`src/rtl/lfsr_onehot_dec.sv`:
```
// Binary-to-one-hot decoder used to address the seen-state bitmap.
module lfsr_onehot_dec #(
   parameter int WIDTH = 4
) (
   input  logic [WIDTH-1:0]        idx,
   output logic [(1<<WIDTH)-1:0]   onehot
);

   always_comb begin
      onehot      = '0;
      onehot[idx] = 1'b1;
   end

endmodule

```
`config.mk`:
```
export PLATFORM = sky130hd
export DESIGN_NAME = lfsr_onehot_dec
export DESIGN_NICKNAME = d
export VERILOG_FILES = /design/src/rtl/lfsr_onehot_dec.sv
export SDC_FILE = /design/constraint.sdc
export NUM_CORES = 1
export LEC_CHECK = 0
export ABC_AREA = 0
export CAP_MARGIN = 20
export CORE_AREA = 2 2 39 41
export DETAILED_ROUTE_END_ITERATION = 8
export DIE_AREA = 0 0 41 43
export PLACE_DENSITY_LB_ADDON = 0.08
export SYNTH_ARGS = -nofsm -noshare
export SYNTH_HDL_FRONTEND = slang
export SYNTH_SLANG_ARGS = --single-unit
```
`constraint.sdc`:
```
create_clock -name vclk -period 2.21
set_clock_uncertainty 0.15 [all_clocks]
set_input_delay 0.5525 -clock vclk [all_inputs]
set_output_delay 0.5525 -clock vclk [all_outputs]
set_load 0.01 [all_outputs]
```
==> results.py, run 1 <==
metrics = {
    "run_status": {
        "outcome": "finished, final reports clean",
    },
    "cells_and_area": {
        "n_antenna_cell": 0,
        "multi_input_area_um2": 196.4,
        "seqCellArea_um2": 0,
        "nets": 51,
        "nClkBuffers": 0,
        "layout_common_cells": "buf_6 (7), clkdlybuf4s15_1 (6), buf_2 (6)",
        "area_growth_pct": 112.2,
        "fill_cells": 150,
        "mostFrequentLayoutCell": "buf_6",
        "seq_cell_count": 0,
        "drive_above_1_share": 0.5778,
        "finalCoreUtilization": 0.3472,
    },
    "critical_path": {
        "crit_fanout": 5,
        "cp-start-kind": "primary input",
        "endpoint_kind": "output pin",
        "path_cells": "dlygate4sd2_1 -> buf_4 -> and4bb_2 -> clkdlybuf4s15_2",
        "cp_slowest_stage_delay_ns": 0.27,
        "worstPathArrival_ns": 1.45,
        "worst_ep_required_time_ns": 1.51,
        "crit_type": "primary input to output pin",
        "worst-path-buf-inv": 3,
        "critPathTopFamily": "buffers and inverters",
        "crit_slowest_cell": "and4bb_2",
    },
    "global_routing": {
        "grt_pass1_wl_um": 1104,
        "antenna_found_initial": 0,
        "track_usage": 0.08092,
        "grt_overflow": 0,
        "grt_pass1_vias": 229,
        "grt_max_degree": 10,
    },
    "timing": {
        "rsz0062_at_grt": "false",
        "hold_violations": 0,
        "finalSetupViolCount": 0,
        "relSlewSlack": 0.8618,
        "whs_ns": 1.514,
        "drv_slew": 0,
        "tightest_slew_ns": 0.2068,
        "final.period_utilization": 0.9743,
        "fmax_mhz": 464.4,
        "min_period_ns": 2.153,
    },
    "synth": {
        "synth_top_area_frac": 0.2652,
        "synthCells": 20,
        "synth.cell_area_um2": 226.5,
        "yosysSeqAreaShare": 0,
        "avgSynthCellArea_um2": 11.32,
        "synth_area_leaders": "nor4b_2 (27%), and4bb_1 (22%), and4b_1 (18%)",
        "ys_warn_count": 0,
        "yosys.area.top_type": "nor4b_2",
        "yosys.cell_types.count": 7,
        "synth_nets": 24,
    },
    "detailed_routing": {
        "wl_per_cell_um": 11.25,
        "vias_per_cell": 4.475,
        "vias": 273,
        "drcViolationCount": 0,
        "routed_wl_um": 686,
        "ant_nets": 0,
        "drt_iter0_drc": 0,
        "drtPass1Iterations": 1,
    },
    "worst_hold_path": {
        "hp-start": "idx[2]",
        "hold_class": "primary input to output pin",
        "holdPathStages": 4,
        "holdPathEnd": "onehot[0]",
    },
    "die": {
        "die_h_um": 43,
        "fp.dieArea_um2": 1763,
        "fp-row-count": 14,
        "core_area_um2": 1384,
        "pin_count": 20,
        "initial_utilization": 0.1637,
        "die_x_um": 41,
    },
    "placement": {
        "portBuffers": 20,
        "place_hpwl_um": 524.6,
        "gp_congestion": 0.5938,
    },
    "cts": {
        "post-cts-setup-buffer-count": 0,
        "ctsHoldBuffers": 0,
        "cts_resized": 59,
    },
    "flow_run": {
        "max_cap_viol_count": 0,
    },
    "pwr": {
        "p_leak_nw": 0.2201,
        "total_power_uw": 62.26,
        "power_density_nw_per_um2": 129.6,
        "ir_worst_vdd_mv": 0.04930,
    },
}
-- per-stage QoR --
step / cells / TNS [ns] / setup slack [ns] / instance area, um^2
floorplan: 20 / 0 / 0.4468 / 226.5
global placement: 61 / -6.918 / -0.4765 / 484.2
detailed placement: 61 / -7.233 / -0.5109 / 484.2
CTS: 61 / 0 / 0.05336 / 480.5
global route: 61 / 0 / 0.01781 / 480.5
finish: 61 / 0 / 0.05670 / 480.5
-- power by group --
group / internal (mW) / total [mW] / leakage [nW] / switching [mW]
Clock: 0 / 0 / 0 / 0
Sequential: 0 / 0 / 0 / 0
Combinational: 0.0353 / 0.0623 / 0.220 / 0.0270
-- worst max-delay path by stage --
stage	slack, ns	endpoint	startpoint	cells after the start
floorplan	0.45	onehot[2]	idx[0]	2
global route	0.02	onehot[12]	idx[1]	4
detailed placement	-0.51	onehot[4]	idx[0]	4
CTS	0.05	onehot[6]	idx[0]	4
finish	0.06	onehot[6]	idx[0]	4
global placement	-0.48	onehot[8]	idx[0]	4
-- area by class of cell --
cell class                 count  area share
timing repair buffer          29      0.5495
multi-input combinational     16      0.4089
tap                           16     0.04167
-- kinds of logic (layout without fill, tap and decap cells) --
kind of cell,after synthesis,in the layout,synth area share
simple gates,16,16,0.8674
buf+inv,4,29,0.1326
-- synthesized netlist by cell type --
cell type	number
and4b_1	4
and4bb_1	4
buf_4	4
nor4b_2	4
and4bb_2	2
and4_1	1
nor4_2	1
-- layer usage --
metal,wire length [um],global-route usage,vias up
met2,302,0.1219,11
li1,-,-,139
met3,44,0,0
met1,339,0.1329,123
met4,0,0,0
met5,0,0,-
(Power assumes the default switching activity.)
==> run 2, diff against run 1 <==
--- a/config.mk
+++ b/config.mk
@@ -5,7 +5,7 @@
 export SDC_FILE = /design/constraint.sdc
 export NUM_CORES = 1
 export LEC_CHECK = 0
-export ABC_AREA = 0
+export ABC_AREA = 1
 export CAP_MARGIN = 20
 export CORE_AREA = 2 2 39 41
 export DETAILED_ROUTE_END_ITERATION = 8
==> run 2 against run 1 <==
  * Non-clock buffer count down 9
  * Critical endpoint is now onehot[5]
  * Die area unchanged
  * Clock-buffer cell count unchanged
  * Synthesized cell count up 40%
  * Final cell count up 4.9%
  * Total power down 37%
  * Combinational power down 37%
==> results.py, run 2 <==
metrics = {
    "pwr": {
        "clkPwrFrac": 0,
        "p_seq_frac": 0,
        "p_int_uw": 16.13,
        "p_sw_frac": 0.5919,
        "power_density_nw_per_um2": 122.4,
        "switchingPower_uw": 23.39,
        "ir_worst_vdd_mv": 0.02623,
        "p_leak_nw": 0.2048,
        "p_comb_frac": 1.000,
    },
    "synth": {
        "synth_area_leaders": "nor2_1 (57%), nand2_1 (29%), inv_1 (14%)",
        "yosysSeqAreaShare": 0,
        "synth_most_common_cell": "nor2_1",
        "synth_common_cells": "nor2_1 (16), nand2_1 (8), inv_1 (4)",
        "synth_nets": 32,
        "synth_top_area_frac": 0.5714,
        "yosys.area.top_type": "nor2_1",
        "ys_warn_count": 0,
        "yosys.cell_types.count": 3,
        "avgSynthCellArea_um2": 3.754,
        "synth.cell_area_um2": 105.1,
        "synthCells": 28,
    },
    "placement": {
        "place_hpwl_um": 462.1,
        "gp_congestion": 0.6098,
        "portBuffers": 20,
    },
    "cells_and_area": {
        "fill_cells": 171,
        "drive_above_1_share": 0.1875,
        "nets": 54,
        "mostFrequentLayoutCell": "dlygate4sd2_1",
        "area_growth_pct": 207.1,
        "layout_common_cells": "dlygate4sd2_1 (18), nor2_1 (16), nand2_2 (8)",
        "finalCoreUtilization": 0.2333,
        "seqCellArea_um2": 0,
        "seq_cell_count": 0,
        "n_antenna_cell": 0,
        "nClkBuffers": 0,
        "multi_input_area_um2": 110.1,
    },
    "timing": {
        "fmax_mhz": 477.1,
        "rsz0062_at_grt": "false",
        "min_period_ns": 2.096,
        "tightest_slew_ns": 0.1666,
        "relSlewSlack": 0.8889,
        "finalSetupViolCount": 0,
        "whs_ns": 1.593,
        "final.period_utilization": 0.9484,
        "hold_violations": 0,
        "drv_slew": 0,
    },
    "die": {
        "pin_count": 20,
        "core_area_um2": 1384,
        "fp-row-count": 14,
        "fp.dieArea_um2": 1763,
        "die_x_um": 41,
        "die_h_um": 43,
        "initial_utilization": 0.07595,
    },
    "detailed_routing": {
        "ant_nets": 0,
        "drt_iter0_drc": 2,
        "wl_per_cell_um": 8.766,
        "drtPass1Iterations": 2,
        "routed_wl_um": 561,
        "vias": 227,
        "vias_per_cell": 3.547,
        "drcViolationCount": 0,
    },
    "flow_run": {
        "max_cap_viol_count": 0,
    },
    "critical_path": {
        "worstPathArrival_ns": 1.39,
        "worst_ep_required_time_ns": 1.51,
        "crit_type": "primary input to output pin",
        "crit_fanout": 4,
        "cp-start-kind": "primary input",
        "endpoint_kind": "output pin",
    },
    "global_routing": {
        "grt_overflow": 0,
        "grt_pass1_vias": 216,
        "track_usage": 0.07393,
        "grt_pass1_wl_um": 979,
        "grt_max_degree": 5,
        "antenna_found_initial": 0,
    },
    "cts": {
        "cts_resized": 31,
        "ctsHoldBuffers": 0,
        "post-cts-setup-buffer-count": 0,
    },
    "worst_hold_path": {
        "hold_class": "primary input to output pin",
    },
    "run_status": {
        "outcome": "finished, final reports clean",
    },
}
==> run 2: cell types whose count changed after synthesis, moves of 2 or more <==
cell and delta:
inv_1 +4, and4bb_1 -4, and4bb_2 -2, buf_4 -4, nor2_1 +16, nand2_1 +8, and4b_1 -4, nor4b_2 -4
==> run 2: final cells by class <==
class                      count  share of cell area
multi-input combinational     24              0.3411
inverter                       4             0.04651
timing repair buffer          20              0.5504
tap                           16             0.06202
==> run 2: kinds of logic (layout without fill, tap and decap cells) <==
logic type | count (synthesis) | after routing | synth area share
buffers and inverters | 4 | 24 | 0.1428
and+or+nand+nor | 24 | 24 | 0.8572
==> run 2: per-stage QoR <==
step	setup WS (ns)	cell area (um^2)	power, mW	TNS [ns]	cells
detailed placement	-0.3543	325.3	0.04361	-5.436	64
CTS	0.1099	322.8	0.04017	0	64
floorplan	0.6369	105.1	0.01718	0	28
global placement	-0.3586	325.3	0.04381	-5.402	64
global route	0.007143	322.8	0.04477	0	64
finish	0.1141	322.8	0.03952	0	64
==> run 2: worst max-delay path: stages <==
cell and delay, ns:
dlygate4sd2_1 0.27, inv_1 0.10, nand2_2 0.09, nor2_1 0.10, dlygate4sd2_1 0.27
==> run 2: path summary, 6_finish.rpt <==
path,endpoint,slack [ns],cells after the start,startpoint
worst min-delay path,onehot[10],1.59,4,idx[1]
worst max-delay path,onehot[5],0.11,5,idx[3]
==> run 2: metal layers <==
metal | up-vias | part of all wire | track usage | wire length [um]
met5 | - | 0 | 0 | 0
met4 | 0 | 0 | 0 | 0
met3 | 0 | 0.15 | 0.005236 | 82
met2 | 16 | 0.38 | 0.1063 | 214
met1 | 88 | 0.47 | 0.1234 | 264
li1 | 123 | - | - | -
==> run 2: power groups by stage <==
stage | clock network, mW | logic (mW) | registers [mW]
6_report | 0 | 0.0395 | 0
5_1_grt | 0 | 0.0448 | 0
4_1_cts | 0 | 0.0402 | 0
3_5_place_dp | 0 | 0.0436 | 0
3_3_place_gp | 0 | 0.0438 | 0
2_1_floorplan | 0 | 0.0172 | 0
==> run 3, diff against run 2 <==
--- a/config.mk
+++ b/config.mk
@@ -7,10 +7,14 @@
 export LEC_CHECK = 0
 export ABC_AREA = 1
 export CAP_MARGIN = 20
+export CELL_PAD_IN_SITES_DETAIL_PLACEMENT = 0
+export CELL_PAD_IN_SITES_GLOBAL_PLACEMENT = 1
 export CORE_AREA = 2 2 39 41
 export DETAILED_ROUTE_END_ITERATION = 8
 export DIE_AREA = 0 0 41 43
+export MAX_ROUTING_LAYER = met4
 export PLACE_DENSITY_LB_ADDON = 0.08
+export SETUP_SLACK_MARGIN = 0.4
 export SYNTH_ARGS = -nofsm -noshare
 export SYNTH_HDL_FRONTEND = slang
 export SYNTH_SLANG_ARGS = --single-unit
==> run 3 against run 2 <==
  * Wire length increased by 3.7%
  * Critical path type unchanged
  * Via count grew 2.2%
  * Utilization decreased by 1.3 points
  * Hold slack got worse by 0.26 ns
  * Total power is 23% higher
  * Global-route usage up 0.49 points
  * Die area did not move
  * Maximum frequency grew 19%
  * Critical endpoint is now onehot[0]
==> results.py, run 3 (synthesized netlist as in run 2, its figures left out) <==
metrics = {
    "run_status": {
        "outcome": "finished, final reports clean",
    },
    "timing": {
        "fmax_mhz": 567.4,
        "tightest_slew_ns": 0.1302,
        "drv_slew": 0,
        "rsz0062_at_grt": "true",
        "final.period_utilization": 0.7975,
        "min_period_ns": 1.762,
        "hold_violations": 0,
        "tns_ns": 0,
        "finalSetupViolCount": 0,
        "relSlewSlack": 0.9132,
        "setup_slack_ns": 0.4475,
    },
    "detailed_routing": {
        "ant_nets": 0,
        "drtPass1Iterations": 1,
        "drcViolationCount": 0,
        "routed_wl_um": 582,
        "drt_iter0_drc": 0,
        "wl_per_cell_um": 9.094,
        "vias": 232,
        "vias_per_cell": 3.625,
    },
    "worst_hold_path": {
        "holdPathEnd": "onehot[14]",
        "holdPathStages": 4,
        "hold_class": "primary input to output pin",
        "hp-start": "idx[1]",
    },
    "die": {
        "die_h_um": 43,
        "core_area_um2": 1384,
        "pin_count": 20,
        "fp.dieArea_um2": 1763,
        "fp-row-count": 14,
        "initial_utilization": 0.07595,
        "die_x_um": 41,
    },
    "pwr": {
        "p_seq_frac": 0,
        "ir_worst_vdd_mv": 0.02539,
        "p_sw_frac": 0.6389,
        "p_int_uw": 17.62,
        "p_comb_frac": 1.000,
        "p_leak_nw": 0.1923,
        "clkPwrFrac": 0,
        "power_density_nw_per_um2": 159.8,
        "switchingPower_uw": 31.17,
    },
    "cells_and_area": {
        "finalCoreUtilization": 0.2206,
        "nets": 54,
        "fin_cells": 64,
        "seq_cell_count": 0,
        "n_antenna_cell": 0,
        "layout_common_cells": "buf_2 (18), nor2_1 (10), nand2_4 (6), nor2_2 (6), inv_4 (4)",
        "area_growth_pct": 190.5,
        "nClkBuffers": 0,
        "drive_above_1_share": 0.7917,
        "seqCellArea_um2": 0,
        "mostFrequentLayoutCell": "buf_2",
    },
    "critical_path": {
        "critPathTopFamily": "buffers and inverters",
        "cp_common_cell": "buf_2",
        "crit_type": "primary input to output pin",
        "worst-path-buf-inv": 3,
        "worst_ep_required_time_ns": 1.51,
        "worstPathArrival_ns": 1.06,
        "cp-start-kind": "primary input",
        "crit_fanout": 4,
        "crit_slowest_cell": "buf_2",
        "cp_slowest_stage_delay_ns": 0.14,
        "endpoint_kind": "output pin",
        "path_cells": "buf_2 -> inv_4 -> nand2_4 -> nor2_1 -> buf_2",
    },
    "placement": {
        "place_ws_ns": -0.3539,
        "portBuffers": 20,
        "gp_congestion": 0.6977,
        "placed_cells": 64,
        "place_hpwl_um": 464.3,
    },
    "global_routing": {
        "grt_pass1_wl_um": 1014,
        "track_usage": 0.07881,
        "grt_pass1_vias": 237,
        "grt_overflow": 0,
        "antenna_found_initial": 0,
        "grt_max_degree": 5,
    },
    "cts": {
        "ctsHoldBuffers": 0,
    },
    "flow_run": {
        "max_cap_viol_count": 0,
    },
}
[run 3: cell count changes in the layout (fill, tap and decap cells not counted)]
cell	before	now
inv_4	0	4
clkbuf_4	0	1
inv_2	1	0
buf_2	0	18
clkdlybuf4s15_1	2	0
buf_4	0	1
nor2_2	0	6
nor2_1	16	10
inv_1	3	0
nand2_2	8	2
dlygate4sd2_1	18	0
nand2_4	0	6
[run 3: worst max-delay path by stage]
stage | start | to | slack (ns) | cells past startpoint
floorplan | idx[3] | onehot[0] | 0.64 | 3
global placement | idx[2] | onehot[11] | -0.35 | 5
detailed placement | idx[3] | onehot[6] | -0.35 | 5
CTS | idx[3] | onehot[4] | 0.43 | 5
global route | idx[0] | onehot[0] | 0.39 | 5
finish | idx[0] | onehot[0] | 0.45 | 5
[run 3: through the flow]
stage | area [um^2] | hold WS, ns | total power [mW]
floorplan | 105.1 | 1.115 | 0.01718
global placement | 325.3 | 2.052 | 0.04397
detailed placement | 325.3 | 2.062 | 0.04372
CTS | 255.2 | 1.341 | 0.04005
global route | 305.3 | 1.358 | 0.05383
finish | 305.3 | 1.336 | 0.04879
[run 3: layout make-up]
type,count,area [um^2]
multi-input combinational,24,155.1
timing repair buffer,20,105.1
tap,16,20.02
inverter,4,25.02
fill,175,1079
[run 3: power groups by stage]
stage	Sequential, mW	Combinational, mW	Clock [mW]
after floorplan	0	0.0172	0
after global placement	0	0.0440	0
after detailed placement	0	0.0437	0
after CTS	0	0.0400	0
after global routing	0	0.0538	0
final	0	0.0488	0
[run 3: what timing repair did]
item,in CTS,in global routing
pin swaps,4,2
resized for setup,94,17
setup buffers,0,0
endpoints found under the setup margin,16,9
[run 3: metal layers]
layer | up-vias | global-route usage | wire (um)
met5 | - | - | 0
met1 | 103 | 0.1234 | 238
met3 | 0 | 0 | 37
met4 | 0 | 0 | 0
li1 | 120 | - | -
met2 | 9 | 0.1188 | 305
